File: src/rtl/piece_move_ctrl.sv
// piece_move_ctrl: move/lock/spawn sequencer for the falling piece.
// Presents a candidate pose to the external 4-cell address generator,
// reads the four cells back from board RAM to test for collisions,
// commits legal moves, and locks/spawns on a blocked down move.
module piece_move_ctrl #(
  parameter int MAP_WIDTH   = 14,
  parameter int RAM_LATENCY = 2,
  parameter int SPAWN_X     = 5,
  parameter int SPAWN_Y     = 0
) (
  input  logic       clk_in,
  input  logic       rst_n_in,
  input  logic       start_in,
  input  logic [2:0] next_color_in,
  input  logic       cmd_valid_in,
  input  logic [1:0] cmd_in,
  output logic       cmd_ready_out,
  output logic [2:0] cand_color_out,
  output logic [1:0] cand_state_out,
  output logic [3:0] cand_x_out,
  output logic [4:0] cand_y_out,
  input  logic [8:0] addr1_in,
  input  logic [8:0] addr2_in,
  input  logic [8:0] addr3_in,
  input  logic [8:0] addr4_in,
  output logic [8:0] rd_addr_out,
  input  logic [2:0] rd_data_in,
  output logic       wr_en_out,
  output logic [8:0] wr_addr_out,
  output logic [2:0] wr_data_out,
  output logic [2:0] piece_color_out,
  output logic [1:0] piece_state_out,
  output logic [3:0] piece_x_out,
  output logic [4:0] piece_y_out,
  output logic       move_done_out,
  output logic       move_ok_out,
  output logic       lock_done_out,
  output logic       game_over_out
);

  typedef enum logic [3:0] {
    S_WAIT_START,
    S_IDLE,
    S_GEN,
    S_READ,
    S_DECIDE,
    S_LOCK_GEN,
    S_LOCK_WR,
    S_SPAWN_GEN,
    S_SPAWN_READ,
    S_SPAWN_DECIDE,
    S_OVER
  } state_t;

  typedef enum logic [1:0] {
    CMD_LEFT  = 2'd0,
    CMD_RIGHT = 2'd1,
    CMD_DOWN  = 2'd2,
    CMD_ROT   = 2'd3
  } cmd_t;

  // Counter covers the read window (4 issues + RAM latency) and the lock writes.
  localparam int CW = $clog2(RAM_LATENCY + 5);
  localparam logic [CW-1:0] N_CELLS   = CW'(4);
  localparam logic [CW-1:0] SAMPLE_LO = CW'(RAM_LATENCY);
  localparam logic [CW-1:0] LAST_READ = CW'(RAM_LATENCY + 3);
  // Spawn frame origin must lie inside the board stride.
  localparam logic [3:0] SPAWN_X4 = 4'((SPAWN_X < MAP_WIDTH) ? SPAWN_X : 1);
  localparam logic [4:0] SPAWN_Y5 = 5'(SPAWN_Y);

  state_t        state, next_state;
  cmd_t          cmd_q;
  logic [CW-1:0] cnt;
  logic          collision;
  logic          game_over;
  logic          pre_reject;
  logic [8:0]    sel_addr;
  logic [2:0]    cand_color, piece_color;
  logic [1:0]    cand_state, piece_state;
  logic [3:0]    cand_x, piece_x;
  logic [4:0]    cand_y, piece_y;

  assign cand_color_out  = cand_color;
  assign cand_state_out  = cand_state;
  assign cand_x_out      = cand_x;
  assign cand_y_out      = cand_y;
  assign piece_color_out = piece_color;
  assign piece_state_out = piece_state;
  assign piece_x_out     = piece_x;
  assign piece_y_out     = piece_y;
  assign game_over_out   = game_over;

  // Moves that would wrap x or y are refused without touching the RAM.
  always_comb begin
    pre_reject = 1'b0;
    case (cmd_t'(cmd_in))
      CMD_LEFT:  pre_reject = (piece_x == 4'd0);
      CMD_RIGHT: pre_reject = (piece_x == 4'hF);
      CMD_DOWN:  pre_reject = (piece_y == 5'h1F);
      default:   pre_reject = 1'b0;
    endcase
  end

  // Select which generator address is issued / written this cycle.
  always_comb begin
    sel_addr = addr1_in;
    case (cnt[1:0])
      2'd0:    sel_addr = addr1_in;
      2'd1:    sel_addr = addr2_in;
      2'd2:    sel_addr = addr3_in;
      default: sel_addr = addr4_in;
    endcase
  end

  // State register.
  always_ff @(posedge clk_in or negedge rst_n_in) begin
    if (!rst_n_in) state <= S_WAIT_START;
    else           state <= next_state;
  end

  // Next-state and Moore-style outputs; all strobes derive from state so reset clears them at once.
  always_comb begin
    next_state    = state;
    cmd_ready_out = 1'b0;
    rd_addr_out   = '0;
    wr_en_out     = 1'b0;
    wr_addr_out   = '0;
    wr_data_out   = '0;
    move_done_out = 1'b0;
    move_ok_out   = 1'b0;
    lock_done_out = 1'b0;
    case (state)
      S_WAIT_START: if (start_in) next_state = S_SPAWN_GEN;
      S_IDLE: begin
        cmd_ready_out = 1'b1;
        if (cmd_valid_in) begin
          // A refused left/right reuses DECIDE (collision preset) to report in cycle 1.
          if (pre_reject)
            next_state = (cmd_t'(cmd_in) == CMD_DOWN) ? S_LOCK_GEN : S_DECIDE;
          else
            next_state = S_GEN;
        end
      end
      S_GEN:       next_state = S_READ;
      S_SPAWN_GEN: next_state = S_SPAWN_READ;
      S_READ, S_SPAWN_READ: begin
        if (cnt < N_CELLS) rd_addr_out = sel_addr;
        if (cnt == LAST_READ)
          next_state = (state == S_READ) ? S_DECIDE : S_SPAWN_DECIDE;
      end
      S_DECIDE: begin
        move_done_out = 1'b1;
        move_ok_out   = !collision;
        next_state    = (collision && cmd_q == CMD_DOWN) ? S_LOCK_GEN : S_IDLE;
      end
      S_LOCK_GEN: next_state = S_LOCK_WR;
      S_LOCK_WR: begin
        if (cnt < N_CELLS) begin
          wr_en_out   = 1'b1;
          wr_addr_out = sel_addr;
          wr_data_out = piece_color;
        end else begin
          lock_done_out = 1'b1;
          next_state    = S_SPAWN_GEN;
        end
      end
      S_SPAWN_DECIDE: next_state = collision ? S_OVER : S_IDLE;
      S_OVER:         next_state = S_OVER;
      default:        next_state = S_WAIT_START;
    endcase
  end

  // Candidate/piece pose, collision flag and cycle counter.
  always_ff @(posedge clk_in or negedge rst_n_in) begin
    if (!rst_n_in) begin
      cmd_q       <= CMD_LEFT;
      cnt         <= '0;
      collision   <= 1'b0;
      game_over   <= 1'b0;
      cand_color  <= '0;
      cand_state  <= '0;
      cand_x      <= '0;
      cand_y      <= '0;
      piece_color <= '0;
      piece_state <= '0;
      piece_x     <= '0;
      piece_y     <= '0;
    end else begin
      case (state)
        S_WAIT_START: begin
          if (start_in) begin
            cand_color <= next_color_in;
            cand_state <= '0;
            cand_x     <= SPAWN_X4;
            cand_y     <= SPAWN_Y5;
            collision  <= 1'b0;
          end
        end
        S_IDLE: begin
          if (cmd_valid_in) begin
            cmd_q      <= cmd_t'(cmd_in);
            collision  <= pre_reject;
            cand_color <= piece_color;
            cand_state <= piece_state;
            cand_x     <= piece_x;
            cand_y     <= piece_y;
            if (!pre_reject) begin
              case (cmd_t'(cmd_in))
                CMD_LEFT:  cand_x     <= piece_x - 4'd1;
                CMD_RIGHT: cand_x     <= piece_x + 4'd1;
                CMD_DOWN:  cand_y     <= piece_y + 5'd1;
                default:   cand_state <= piece_state + 2'd1;
              endcase
            end
          end
        end
        S_GEN, S_SPAWN_GEN, S_LOCK_GEN: cnt <= '0;
        S_READ, S_SPAWN_READ: begin
          cnt <= cnt + 1'b1;
          if (cnt >= SAMPLE_LO && cnt <= LAST_READ && rd_data_in != 3'd0)
            collision <= 1'b1;
        end
        S_DECIDE: begin
          if (!collision) begin
            piece_color <= cand_color;
            piece_state <= cand_state;
            piece_x     <= cand_x;
            piece_y     <= cand_y;
          end else if (cmd_q == CMD_DOWN) begin
            cand_color <= piece_color;
            cand_state <= piece_state;
            cand_x     <= piece_x;
            cand_y     <= piece_y;
          end
        end
        S_LOCK_WR: begin
          cnt <= cnt + 1'b1;
          if (cnt == N_CELLS) begin
            cand_color <= next_color_in;
            cand_state <= '0;
            cand_x     <= SPAWN_X4;
            cand_y     <= SPAWN_Y5;
            collision  <= 1'b0;
          end
        end
        S_SPAWN_DECIDE: begin
          if (!collision) begin
            piece_color <= cand_color;
            piece_state <= cand_state;
            piece_x     <= cand_x;
            piece_y     <= cand_y;
          end else begin
            game_over <= 1'b1;
          end
        end
        default: ;
      endcase
    end
  end

endmodule

File: config.mk
export PLATFORM = sky130hd
export DESIGN_NAME = piece_move_ctrl
export DESIGN_NICKNAME = d
export VERILOG_FILES = /design/src/rtl/piece_move_ctrl.sv
export SDC_FILE = /design/constraint.sdc
export NUM_CORES = 1
export LEC_CHECK = 0
export CAP_MARGIN = 20
export CORE_MARGIN = 2
export CORE_UTILIZATION = 48
export CTS_CLUSTER_SIZE = 40
export DETAILED_ROUTE_END_ITERATION = 6
export HOLD_SLACK_MARGIN = 0.15
export PLACE_DENSITY = 0.86
export SETUP_SLACK_MARGIN = 0.4
export SLEW_MARGIN = 40
export SYNTH_ARGS = -nofsm -noshare
export SYNTH_HDL_FRONTEND = slang
export SYNTH_SLANG_ARGS = --single-unit
File: constraint.sdc
create_clock -name clk_in -period 5.1 [get_ports clk_in]
set_input_delay 0.765 -clock clk_in [delete_from_list [all_inputs] [get_ports clk_in]]
set_output_delay 0.765 -clock clk_in [all_outputs]
set_load 0.01 [all_outputs]
==> results of run 1 <==
[power breakdown]
part | internal (mW) | switching [mW]
logic | 0.560 | 0.621
registers | 0.411 | 0.167
clock network | 0.158 | 0.107
total | 1.13 | 0.895
[kinds of logic after synthesis]
| family | count (synthesis) | synth area share |
|---|---|---|
| AO/OA/AOI/OAI | 96 | 0.2438 |
| XOR/XNOR | 2 | 0.006345 |
| adder cells (fa/ha/maj) | 9 | 0.04350 |
| buffers and inverters | 38 | 0.06797 |
| flip-flops | 39 | 0.3534 |
| multiplexers | 21 | 0.08337 |
| AND/OR/NAND/NOR | 116 | 0.2016 |
[final timing paths]
check / to / depth (start not counted)
max: wr_data_out[0] / 4
min: piece_color_out[2] / 1
max reg2reg: cand_state_out[1] / 5
min reg2reg: game_over_out / 1
max in group asynchronous: cand_state_out[1] / 1
min in group clk_in: game_over_out / 1
[registers in the layout (all words and copies together) (netlist names), 3 cells and up]
signal / cells
cand_x_out: 4
cand_color_out: 3
piece_x_out: 4
cand_y_out: 5
cnt: 3
piece_color_out: 3
state: 4
piece_y_out: 5
[cell type report]
class,instances,area [sq um],area share
clock inverters,2,35.03,0.009121
multi-input cells,244,1598,0.4160
inverters,11,41.29,0.01075
repair buffers,102,1018,0.2651
flip-flops and latches,39,975.9,0.2541
clock buffers,6,82.58,0.02150
well taps,72,90.09,0.02345
[metrics by stage]
| step | cells | total power [mW] | setup slack (ps) |
|---|---|---|---|
| after CTS | 476 | 2.026 | 1473 |
| final | 476 | 2.024 | 1440 |
| after detailed placement | 468 | 1.752 | 1790 |
| after floorplan | 321 | 1.386 | 2716 |
| after global routing | 476 | 2.193 | 1185 |
| after global placement | 468 | 1.717 | 1892 |
[cells in the final DEF (no fill, tap or decap), types with 3 or more instances in the layout]
cell and n:
sky130_fd_sc_hd__o31ai_1 3, sky130_fd_sc_hd__a21o_1 6, sky130_fd_sc_hd__dfrtp_1 39, sky130_fd_sc_hd__o21ai_2 7
sky130_fd_sc_hd__clkbuf_8 6, sky130_fd_sc_hd__nand2b_1 5, sky130_fd_sc_hd__o21a_1 5, sky130_fd_sc_hd__clkdlybuf4s50_1 101
sky130_fd_sc_hd__nor3_1 5, sky130_fd_sc_hd__nor2b_1 7, sky130_fd_sc_hd__mux2_2 16, sky130_fd_sc_hd__a21oi_1 12
sky130_fd_sc_hd__nor2_1 31, sky130_fd_sc_hd__mux2i_1 5, sky130_fd_sc_hd__inv_1 11, sky130_fd_sc_hd__or3_1 3
sky130_fd_sc_hd__nand3_1 3, sky130_fd_sc_hd__a222oi_1 9, sky130_fd_sc_hd__o211ai_1 4, sky130_fd_sc_hd__o21ai_0 26
sky130_fd_sc_hd__a31oi_1 3, sky130_fd_sc_hd__a22oi_1 8, sky130_fd_sc_hd__nand2_1 41, sky130_fd_sc_hd__and3_1 3
sky130_fd_sc_hd__ha_1 8, sky130_fd_sc_hd__and2_1 6
[metal layers]
metal,vias to the layer above,track usage
met3,7,0.07692
met5,-,0
met2,128,0.4395
met4,0,0.05085
met1,1319,0.2947
li1,1321,-
==> flow_results.xml, run 1 <==
<?xml version="1.0" encoding="UTF-8"?>
<metrics>
  <group name="worst_setup_path">
    <metric name="critical_path_arrival" unit="ps">2900</metric>
    <metric name="critical_path.top_delay_family" unit="">simple AND/OR/NAND/NOR gates</metric>
    <metric name="worstPathMaxFanout" unit="">23</metric>
    <metric name="worst_path_max_delay_cell" unit="">sky130_fd_sc_hd__dfrtp_1</metric>
    <metric name="worst_path_required" unit="ps">4340</metric>
    <metric name="setup.worst_path.end_class" unit="">primary output</metric>
    <metric name="crit_chain" unit="">nand4bb_1, nor2_1, and2_1, clkdlybuf4s50_1</metric>
    <metric name="critPathBufInv" unit="">1</metric>
    <metric name="start_kind" unit="">flip-flop</metric>
    <metric name="timing.setup.critical_path_class" unit="">flip-flop to primary output</metric>
    <metric name="worst_r2r_startpoint" unit="">state[1]</metric>
    <metric name="setup_slack_on_the_worst_flop_to_flop_path" unit="ps">2190</metric>
    <metric name="slowest_delay" unit="ps">730</metric>
    <metric name="crit_path_start" unit="">state[1]</metric>
  </group>
  <group name="timing">
    <metric name="fin_tns_setup" unit="ps">0</metric>
    <metric name="grt_setup_unrepaired" unit="">false</metric>
    <metric name="slew_headroom" unit="">0.5438</metric>
    <metric name="period_needed" unit="ps">3660</metric>
    <metric name="fin_worst_skew" unit="ps">6.400</metric>
    <metric name="fmax" unit="GHz">0.2732</metric>
    <metric name="worstMarginPinSlew" unit="ps">684.2</metric>
    <metric name="maxSlewViolCount" unit="">0</metric>
    <metric name="final_min_period_over_clock_period" unit="">0.7177</metric>
    <metric name="timing_hold_violations_final" unit="">0</metric>
    <metric name="worst_hold_slack" unit="ps">436.0</metric>
    <metric name="finalSetupViolations" unit="">0</metric>
  </group>
  <group name="yosys">
    <metric name="yosysTopAreaCell" unit="">sky130_fd_sc_hd__dfrtp_1</metric>
    <metric name="synth.top_cells.by_count" unit="">41 x sky130_fd_sc_hd__nand2_1, 39 x sky130_fd_sc_hd__dfrtp_1, 31 x sky130_fd_sc_hd__nor2_1</metric>
    <metric name="netlist-cell-type-count" unit="">52</metric>
    <metric name="yosys.cell_count.top_type" unit="">sky130_fd_sc_hd__nand2_1</metric>
    <metric name="synth_enable_flop_cells" unit="">0</metric>
    <metric name="ys_dominant_reg_cell" unit="">sky130_fd_sc_hd__dfrtp_1</metric>
    <metric name="yosys_top_cell_area_share" unit="">0.3534</metric>
    <metric name="synth_instances" unit="">321</metric>
    <metric name="synth_area_leaders" unit="">sky130_fd_sc_hd__dfrtp_1 35%, sky130_fd_sc_hd__mux2_2 6.5%, sky130_fd_sc_hd__nand2_1 5.6%</metric>
    <metric name="synth-async-reset-ratio" unit="">1.000</metric>
    <metric name="synth_area_per_cell" unit="sq um">8.602</metric>
    <metric name="synth_seq_area_share" unit="">0.3534</metric>
    <metric name="synth.ff_latch_count" unit="">39</metric>
    <metric name="syn_nets" unit="">378</metric>
    <metric name="ys.warnings.count" unit="">0</metric>
    <metric name="syn_area" unit="sq mm">0.002761</metric>
  </group>
  <group name="cells_and_area">
    <metric name="final_core_util" unit="">0.6933</metric>
    <metric name="nFillCells" unit="">453</metric>
    <metric name="post_route_cells_drive_above_1_share" unit="">0.09406</metric>
    <metric name="antennaDiodeCount" unit="">0</metric>
    <metric name="areaGrowthSynthToFinish" unit="%">39.10</metric>
    <metric name="final_cell_area" unit="sq mm">0.003841</metric>
    <metric name="finalNetCount" unit="">460</metric>
  </group>
  <group name="floorplanning">
    <metric name="design.core.area" unit="sq mm">0.005540</metric>
    <metric name="core.rowCount" unit="">27</metric>
    <metric name="dieWidth" unit="um">79.85</metric>
    <metric name="die_h" unit="um">79.85</metric>
    <metric name="boundaryPins" unit="">103</metric>
    <metric name="start_util" unit="">0.4984</metric>
    <metric name="die-area" unit="sq mm">0.006375</metric>
  </group>
  <group name="route">
    <metric name="wl_per_cell" unit="um">16.41</metric>
    <metric name="antenna_left" unit="">0</metric>
    <metric name="drc" unit="">0</metric>
    <metric name="vias_per_cell" unit="">5.830</metric>
    <metric name="routedLengthMet1" unit="um">3265</metric>
    <metric name="num_vias" unit="">2775</metric>
    <metric name="detail_route.wirelength" unit="um">7809</metric>
    <metric name="detailroute.wirelength.met2" unit="um">3646</metric>
    <metric name="dr.first_iter.drc_count" unit="">173</metric>
    <metric name="top_signal_layer_used" unit="">met4</metric>
    <metric name="drt_pass1_iterations" unit="">5</metric>
    <metric name="wl_met3" unit="um">838</metric>
  </group>
  <group name="placed_design">
    <metric name="placedInstanceArea" unit="sq mm">0.003724</metric>
    <metric name="port_buffers" unit="">102</metric>
    <metric name="place.gp.congestion" unit="">0.8806</metric>
    <metric name="detailedPlacementHpwl" unit="um">5760</metric>
  </group>
  <group name="clocking">
    <metric name="cts_resized" unit="">0</metric>
    <metric name="cts-buffers-inserted" unit="">5</metric>
    <metric name="maximum_buffer_depth_of_the_clock_tree" unit="">2</metric>
    <metric name="holdBufCountCts" unit="">0</metric>
    <metric name="clkSinkCount" unit="">39</metric>
    <metric name="cts_setup_buffers" unit="">0</metric>
    <metric name="htree_num_levels" unit="">2</metric>
    <metric name="cts_tree" unit="">done</metric>
    <metric name="cts.root.buffer_cell" unit="">sky130_fd_sc_hd__clkbuf_8</metric>
    <metric name="worst_setup_hold_path_clk_slew" unit="ps">80</metric>
    <metric name="clk-insertion-delay-late" unit="ps">290</metric>
  </group>
  <group name="global_route">
    <metric name="via_count_of_the_first_global_routing_pass" unit="">2615</metric>
    <metric name="overall_overflow_remaining_after_global_route" unit="">0</metric>
    <metric name="global_route_wire_length_before_repair" unit="um">12520</metric>
    <metric name="track_usage" unit="">0.2475</metric>
    <metric name="antenna_found_initial" unit="">0</metric>
    <metric name="maximum_number_of_pins_on_one_net_before_global_route_repair" unit="">40</metric>
  </group>
  <group name="power_and_ir_drop">
    <metric name="power.static_leakage" unit="nW">1.634</metric>
    <metric name="ir_drop" unit="V">0.0003577</metric>
    <metric name="cellPowerDensity" unit="mW/mm^2">527.0</metric>
  </group>
  <group name="run">
    <metric name="cap_violations" unit="">0</metric>
  </group>
  <group name="status">
    <metric name="run_status" unit="">completed</metric>
  </group>
  <group name="hold_path">
    <metric name="hold_path.class" unit="">input port to async pin</metric>
  </group>
</metrics>
(Power assumes the default switching activity.)
==> run 2: changes to the inputs <==
--- a/config.mk
+++ b/config.mk
@@ -7,11 +7,11 @@
 export LEC_CHECK = 0
 export CAP_MARGIN = 20
 export CORE_MARGIN = 2
-export CORE_UTILIZATION = 48
+export CORE_UTILIZATION = 45
 export CTS_CLUSTER_SIZE = 40
 export DETAILED_ROUTE_END_ITERATION = 6
 export HOLD_SLACK_MARGIN = 0.15
-export PLACE_DENSITY = 0.86
+export PLACE_DENSITY = 0.81
 export SETUP_SLACK_MARGIN = 0.4
 export SLEW_MARGIN = 40
 export SYNTH_ARGS = -nofsm -noshare
==> constraint.sdc (replaced) <==
create_clock -name clk_in -period 3.55 [get_ports clk_in]
set_input_delay 0.5325 -clock clk_in [delete_from_list [all_inputs] [get_ports clk_in]]
set_output_delay 0.5325 -clock clk_in [all_outputs]
set_load 0.01 [all_outputs]
==> run 2 against run 1 <==
- clock skew down 2.0 ps
- clock-buffer cell count up 2
- core utilization down 4.3 points
- die area up 6.3%
- worst hold slack worse by 230 ps
- clock power up 23%
- sequential power up 46%
- highest routed layer unchanged
- combinational power up 44%
- worst setup slack worse by 940 ps
- sequential cell count unchanged
- cell area up 0.16%
==> flow_results.xml, run 2 (synthesis gave the netlist of run 1 again) <==
<?xml version="1.0" encoding="UTF-8"?>
<metrics>
  <group name="floorplanning">
    <metric name="start_util" unit="">0.4664</metric>
    <metric name="boundaryPins" unit="">103</metric>
    <metric name="dieWidth" unit="um">82.34</metric>
    <metric name="core.rowCount" unit="">28</metric>
    <metric name="design.core.area" unit="sq mm">0.005921</metric>
    <metric name="die_h" unit="um">82.34</metric>
    <metric name="die-area" unit="sq mm">0.006779</metric>
  </group>
  <group name="worst_setup_path">
    <metric name="timing.reg2reg.worst_path_depth" unit="">5</metric>
    <metric name="setup_slack_on_the_worst_flop_to_flop_path" unit="ps">810</metric>
    <metric name="critical_path.reg2reg.endpoint" unit="">cand_state_out[1]</metric>
    <metric name="worst_setup_path_endpoint" unit="">cmd_ready_out</metric>
    <metric name="critical_path_arrival" unit="ps">2520</metric>
    <metric name="worstPathMaxFanout" unit="">21</metric>
    <metric name="setup.worst_path.end_class" unit="">primary output</metric>
    <metric name="timing.setup.critical_path_class" unit="">flip-flop to primary output</metric>
    <metric name="worst_path_required" unit="ps">3020</metric>
    <metric name="worst_r2r_startpoint" unit="">state[3]</metric>
    <metric name="crit_path_start" unit="">state[3]</metric>
    <metric name="start_kind" unit="">flip-flop</metric>
  </group>
  <group name="global_route">
    <metric name="antenna_found_initial" unit="">0</metric>
    <metric name="maximum_number_of_pins_on_one_net_before_global_route_repair" unit="">40</metric>
    <metric name="via_count_of_the_first_global_routing_pass" unit="">2548</metric>
    <metric name="global_route_wire_length_before_repair" unit="um">11730</metric>
    <metric name="overall_overflow_remaining_after_global_route" unit="">0</metric>
    <metric name="track_usage" unit="">0.2223</metric>
  </group>
  <group name="power_and_ir_drop">
    <metric name="power.static_leakage" unit="nW">1.618</metric>
    <metric name="cellPowerDensity" unit="mW/mm^2">745.7</metric>
    <metric name="ir_drop" unit="V">0.0004754</metric>
    <metric name="report.power.total" unit="mW">2.869</metric>
  </group>
  <group name="timing">
    <metric name="period_needed" unit="ps">3048</metric>
    <metric name="maxSlewViolCount" unit="">0</metric>
    <metric name="worstMarginPinSlew" unit="ps">690.9</metric>
    <metric name="layout_setup_ws" unit="ps">502.1</metric>
    <metric name="slew_headroom" unit="">0.5394</metric>
    <metric name="fmax" unit="GHz">0.3281</metric>
    <metric name="grt_setup_unrepaired" unit="">true</metric>
    <metric name="timing_hold_violations_final" unit="">0</metric>
    <metric name="fin_tns_setup" unit="ps">0</metric>
    <metric name="final_min_period_over_clock_period" unit="">0.8586</metric>
    <metric name="worst_hold_slack" unit="ps">209.5</metric>
    <metric name="fin_worst_skew" unit="ps">4.434</metric>
    <metric name="finalSetupViolations" unit="">0</metric>
  </group>
  <group name="route">
    <metric name="detail_route.wirelength" unit="um">7838</metric>
    <metric name="dr.first_iter.drc_count" unit="">169</metric>
    <metric name="antenna_left" unit="">0</metric>
    <metric name="num_vias" unit="">2736</metric>
    <metric name="drc" unit="">0</metric>
    <metric name="drt_pass1_iterations" unit="">5</metric>
    <metric name="vias_per_cell" unit="">5.700</metric>
    <metric name="wl_per_cell" unit="um">16.33</metric>
  </group>
  <group name="placed_design">
    <metric name="numPlacedInstances" unit="">472</metric>
    <metric name="place.gp.congestion" unit="">0.8754</metric>
    <metric name="port_buffers" unit="">102</metric>
    <metric name="dpl_worst_slack" unit="ps">681.7</metric>
    <metric name="detailedPlacementHpwl" unit="um">5709</metric>
    <metric name="placedInstanceArea" unit="sq mm">0.003735</metric>
  </group>
  <group name="cells_and_area">
    <metric name="post_route_cells_drive_above_1_share" unit="">0.1062</metric>
    <metric name="final_cell_area" unit="sq mm">0.003847</metric>
    <metric name="finalNetCount" unit="">461</metric>
    <metric name="nFillCells" unit="">509</metric>
    <metric name="multi_input_area" unit="sq mm">0.001603</metric>
    <metric name="layout.cells.most_common_list" unit="">101 x sky130_fd_sc_hd__clkdlybuf4s50_1, 41 x sky130_fd_sc_hd__nand2_1, 36 x sky130_fd_sc_hd__dfrtp_1, 31 x sky130_fd_sc_hd__nor2_1, 26 x sky130_fd_sc_hd__o21ai_0</metric>
    <metric name="final_core_util" unit="">0.6498</metric>
    <metric name="antennaDiodeCount" unit="">0</metric>
    <metric name="commonest_non_fill_non_tap_cell_in_the_layout" unit="">sky130_fd_sc_hd__clkdlybuf4s50_1</metric>
    <metric name="sequential_cell_area" unit="sq um">979.7</metric>
    <metric name="final-instance-count-excl-fill" unit="">480</metric>
    <metric name="areaGrowthSynthToFinish" unit="%">39.33</metric>
  </group>
  <group name="run">
    <metric name="cap_violations" unit="">0</metric>
  </group>
  <group name="clocking">
    <metric name="cts-buffers-inserted" unit="">5</metric>
    <metric name="clk-insertion-delay-late" unit="ps">290</metric>
    <metric name="maximum_buffer_depth_of_the_clock_tree" unit="">2</metric>
    <metric name="cts.root.buffer_cell" unit="">sky130_fd_sc_hd__clkbuf_8</metric>
    <metric name="cts_tree" unit="">done</metric>
    <metric name="worst_setup_hold_path_clk_slew" unit="ps">70</metric>
    <metric name="htree_num_levels" unit="">2</metric>
    <metric name="holdBufCountCts" unit="">0</metric>
    <metric name="clkSinkCount" unit="">39</metric>
  </group>
  <group name="hold_path">
    <metric name="hold_path.class" unit="">input port to async pin</metric>
  </group>
  <group name="status">
    <metric name="run_status" unit="">completed</metric>
  </group>
</metrics>
-- run 2: how the worst min path moves through the flow --
| stage | start | end | slack, ps | cells past startpoint |
|---|---|---|---|---|
| final | rst_n_in | piece_state_out[0] | 210 | 1 |
| after global routing | rst_n_in | piece_color_out[2] | 250 | 1 |
| after CTS | rst_n_in | piece_state_out[1] | 230 | 1 |
| after detailed placement | cmd_q[1] | cmd_q[1] | 490 | 2 |
| after global placement | cmd_q[1] | cmd_q[1] | 470 | 2 |
| after floorplan | rst_n_in | cand_color_out[0] | 240 | 0 |
-- run 2: power breakdown --
group          switching [mW]  internal (mW)
clock                   0.149          0.177
combinational           0.887          0.813
sequential              0.248          0.594
-- run 2: cell type report --
cell class / instances / share of cell area
flip-flops and latches: 39 / 0.2546
well taps: 75 / 0.02439
multi-input cells: 244 / 0.4166
repair buffers: 103 / 0.2667
clock buffers: 8 / 0.02602
inverters: 11 / 0.01171
-- run 2: per-layer routing --
layer  part of all wire  track usage
met5                  0            0
met2               0.47       0.4016
met1               0.41       0.2626
met4             0.0074      0.04667
met3               0.11      0.06087
-- run 2: timing repair --
| action | in CTS | in global routing |
|---|---|---|
| buffers inserted | 0 | 0 |
| resized for setup | 2 | 3 |
| setup endpoints to repair | 2 | 5 |
-- run 2: worst max-delay path, stage by stage, from the launching register on --
cell and delay [ps]:
sky130_fd_sc_hd__dfrtp_1 580, sky130_fd_sc_hd__or4b_2 860, sky130_fd_sc_hd__clkinvlp_4 220, sky130_fd_sc_hd__clkdlybuf4s50_1 570
